`src/rtl/nlprg_9_pkg.sv`:
```
// Shared constants for the 9-bit nonlinear pseudo-random generator.
//   NLPRG_W   : state/output width
//   TAP_HI/LO : feedback taps of the x^9 + x^4 + 1 recurrence
//   RST_STATE : state loaded by reset (the all-zero state lies on the cycle)
package nlprg_9_pkg;

  localparam int unsigned NLPRG_W = 9;
  localparam int unsigned TAP_HI  = 8;
  localparam int unsigned TAP_LO  = 4;

  localparam logic [NLPRG_W-1:0] RST_STATE = 9'h000;

endpackage : nlprg_9_pkg

```
`src/rtl/nlprg_9.sv`:
```
// nlprg_9: free-running 9-bit de Bruijn-modified Fibonacci LFSR.
// Visits all 512 states (including zero) in one fixed cycle of 512 clocks.
// Ports:
//   ck  - clock, state advances on rising edge
//   rst - asynchronous active-high reset, forces state to RST_STATE
//   o   - current state, driven straight from the register
module nlprg_9
  import nlprg_9_pkg::*;
(
  input  logic               ck,
  input  logic               rst,
  output logic [NLPRG_W-1:0] o
);

  logic [NLPRG_W-1:0] s_q;
  logic [NLPRG_W-1:0] s_d;
  logic               low_zero;
  logic               fb;

  // The zero detector on the low 8 bits flips the feedback only for 9'h100
  // and 9'h000, splicing the all-zero state in between them: 100 -> 000 -> 001.
  always_comb begin
    low_zero = (s_q[NLPRG_W-2:0] == '0);
    fb       = s_q[TAP_HI] ^ s_q[TAP_LO] ^ low_zero;
    s_d      = {s_q[NLPRG_W-2:0], fb};
  end

  // NOTE: state registers use non-blocking assignments so every flop samples
  // the pre-edge value; blocking here would create simulation/synthesis races.
  always_ff @(posedge ck or posedge rst) begin
    if (rst) begin
      s_q <= RST_STATE;
    end else begin
      s_q <= s_d;
    end
  end

  assign o = s_q;

endmodule : nlprg_9

```
`config.mk`:
```
export PLATFORM = sky130hd
export DESIGN_NAME = nlprg_9
export DESIGN_NICKNAME = d
export VERILOG_FILES = /design/src/rtl/nlprg_9_pkg.sv /design/src/rtl/nlprg_9.sv
export SDC_FILE = /design/constraint.sdc
export NUM_CORES = 1
export LEC_CHECK = 0
export ABC_CLOCK_PERIOD_IN_PS = 1110
export BUFFER_PORTS_ARGS = -buffer_cell sky130_fd_sc_hd__buf_2
export CAP_MARGIN = 0
export CORE_AREA = 2 2 39 41
export DETAILED_ROUTE_END_ITERATION = 10
export DIE_AREA = 0 0 41 43
export HOLD_SLACK_MARGIN = 0.12
export MAX_ROUTING_LAYER = met4
export PLACE_DENSITY_LB_ADDON = 0.15
export SLEW_MARGIN = 20
export SYNTH_ARGS = -nofsm -noshare
export SYNTH_HDL_FRONTEND = slang
export SYNTH_SLANG_ARGS = --single-unit
```
`constraint.sdc`:
```
create_clock -name ck -period 1.11 [get_ports ck]
set_input_delay 0 -clock ck [delete_from_list [all_inputs] [get_ports ck]]
set_output_delay 0 -clock ck [all_outputs]
set_load 0.05 [all_outputs]
```
# After elaboration in Yosys (flattened, before gate mapping)
# Index checks and enable logic that the tools add are counted.
# Widths: inputs -> output; s select.
# totals
ff_bits,9
input_bits,2
out_inout_bits,9
word_cells,4
# op_classes
n_bitwise,2
reduce_logical,1
# op_table
cell,n
$logic_not 8->1,1
$xor 1x1->1,2

# Logic depth before layout (Yosys ltp)
# depth
depth_word,2
ltp_mapped,3
mapped_depth_nobuf,3

# Worst setup path before layout
# No wires, ideal clock.
# synth_timing
path_type,reg-to-reg
start,reg s_q[7] (netlist: o[7])
end,reg s_q[0] (netlist: o[0])
setup_ps,140
arrival_ps,1111
required_ps,970
slack_ps,-141
path_stages_with_launch,4
n_path_buf,0
path_cell_list,dfrtp_1 nor4_2 a21oi_1 xnor2_1
# synth_via
elab_chain_cells,2
# synth_rtl
element,line,source
"start, declared",nlprg_9.sv:15,logic [NLPRG_W-1:0] s_q;
"start signal, assigned",nlprg_9.sv:32,s_q <= RST_STATE;
"start signal, assigned",nlprg_9.sv:34,s_q <= s_d;
$logic_not 8->1,nlprg_9.sv:23,low_zero = (s_q[NLPRG_W-2:0] == '0);
$xor 1x1->1,nlprg_9.sv:24,fb = s_q[TAP_HI] ^ s_q[TAP_LO] ^ low_zero;
via fb,nlprg_9.sv:18,logic fb;
# The timed path passes the listed nets, and every way through them passes these cells.

# Final worst setup path
# Ends and elaborated chain as after synthesis.

==> impl_metrics.ini <==
[run_status]
run_status = complete, no violations

[synthesis]
yosys.area.top_type = dfrtp_1
synth_cells = 14
synthMuxAreaShare = 0
synth_top_family_by_area = simple AND/OR/NAND/NOR gates
ys_warn_count = 0
synthesis.nets = 16
synth_ff_type = dfrtp_1
synth.most_common_cell = dfrtp_1
synth_seq_cells = 9
synth.area.top_cells = dfrtp_1 (87%), nor4_2 (4.8%), xnor2_1 (3.4%)
synth_compound_area_frac = 0.0192
synth_xor_area_frac = 0.0337
synthDominantCellAreaShare = 0.865
synthesis.area_um2 = 260
synth-edff-count = 0
synthSimpleGateAreaFrac = 0.0673
avgSynthCellArea_um2 = 18.6
async_reset_ff_frac = 1.00
ys_seq_area_frac = 0.865
synth_cell_types = 6
synthAdderAreaFrac = 0

[critical_path]
crit_chain = nor4_2, a21oi_1, xnor2_1
worst-path-buf-inv = 0
rr_worst_depth = 3
cpMaxStageDelayCell = dfrtp_2
worst_ep_arrival_time_ps = 1160
endpoint_kind = flip-flop
crit_cells = 3
crit_family = flip-flops
start_kind = flip-flop
critPathKind = reg -> reg
max_stage_delay_ps = 410
crit_start = o[7]
worstPathMaxFanout = 3
required_ps = 1260
rr_startpoint = o[7]

[cts]
cts-root-buf = clkbuf_4
clockBufferDepth = 2
cts_max_level = 1
cts_tree = yes
post_cts_resized = 0
clk_pin_slew_ps = 60
clk_latency_ps = 260
cts.sinks = 9
cts_buffers = 3

[drt]
route.vias.total = 164
detail_route.first_pass.iterations = 2
routedWlPerCell_um = 10.3
drt-total-wl_um = 465
drc = 0
antenna_left = 0
drt_iter0_drc = 2
vias_per_cell = 3.64

[global_route]
grt_pass1_vias = 170
grt.overflow.total = 0
grt_max_degree = 10
track_usage = 0.0782
grt_first_pass_wirelength_um = 786
antenna_found_initial = 0

[floorplanning]
start_util = 0.188
std_cell_rows = 14
die_h_um = 43
core_region_area_um2 = 1380
dieArea_um2 = 1760
io_pins = 11
die_w_um = 41

[cells_and_area]
drive_gt1_frac = 0.586
num_antenna_cells = 0
largest_reg_flops = 9
fillers = 145
area_growth_pct = 42.3
fin_nets = 32
fin_util = 0.268

[sta]
finalSetupTns_ps = 0
finalHoldViolCount = 0
rsz0062_at_grt = false
period_share = 0.911
final-setup-viol-count = 0
maxSlewViolCount = 0
fmax_mhz = 989
worst_slew_pin_slew_ps = 326
relSlewSlack = 0.782
layout_setup_ws_ps = 99.2
finalClockSkew_ps = 7.48
fin_crit_ps = 1010

[power]
p_leak_nw = 0.167
ir_worst_vdd_v = 0.000621
power_density_nw_per_um2 = 1580

[run]
drv_cap = 0

[place]
dp_slack_ps = 77.1
place_congestion = 0.672
place_hpwl_um = 337
portBuffers = 10

[hold_path]
min_path_type = in -> async
where the power goes:
part | switching [mW] | internal (mW)
registers | 0 | 0.328
logic | 0.00657 | 0.00375
clock network | 0.107 | 0.138
layer usage:
layer,track usage,routed length (um)
met2,0.0813,183
met4,0.0600,5
met5,-,0
met3,0.0628,45
met1,0.0940,230
kinds of logic (layout without fill, tap and decap cells):
logic type | Yosys count | in the layout
buf+inv | 1 | 16
flops | 9 | 9
xor+xnor | 1 | 1
simple gates | 2 | 2
compound gates | 1 | 1
tightest hold or removal path: cells and delay by family:
family                 cells  cell delay (ps)
buffers and inverters      3              900
layout by cell type (no fill, tap or decap):
cell type       n
buf_2          10
dfrtp_1         6
clkbuf_4        3
dfrtp_2         3
nor4_2          1
nor3_1          1
a21oi_1         1
xnor2_1         1
inv_1           1
clkbuf_1        1
dlygate4sd3_1   1
per-stage QoR:
| step | cells | cell area [um^2] | power [mW] | hold slack (ps) |
|---|---|---|---|---|
| after detailed placement | 40 | 334 | 0.342 | -28.7 |
| final | 45 | 370 | 0.583 | 235 |
| after CTS | 45 | 370 | 0.601 | 242 |
| after global placement | 40 | 334 | 0.342 | -35.9 |
| after floorplan | 14 | 264 | 0.339 | -172 |
| after global routing | 45 | 370 | 0.618 | 277 |
final timing paths:
check	endpoint	slack (ps)
worst max-delay path	o[0]	100
worst min-delay path	o[8]	240
worst max register to register	o[0]	100
worst min register to register	o[6]	400
max in group asynchronous	o[6]	600
min in group ck	o[6]	400
what timing repair did:
item / in CTS / in global routing
hold buffers: 1 / 0
buffers inserted: 0 / 0
endpoints found under the hold margin: 9 / 0
layout make-up:
class | count | area, um^2 | share of cell area
Clock buffer | 4 | 26.3 | 0.0709
Inverter | 1 | 3.75 | 0.0101
Multi-Input combinational cell | 4 | 31.3 | 0.0845
Sequential cell | 9 | 229 | 0.618
Tap cell | 16 | 20.0 | 0.0541
Timing Repair Buffer | 11 | 60.1 | 0.162
Note: power is estimated with default switching activity, not from simulation.
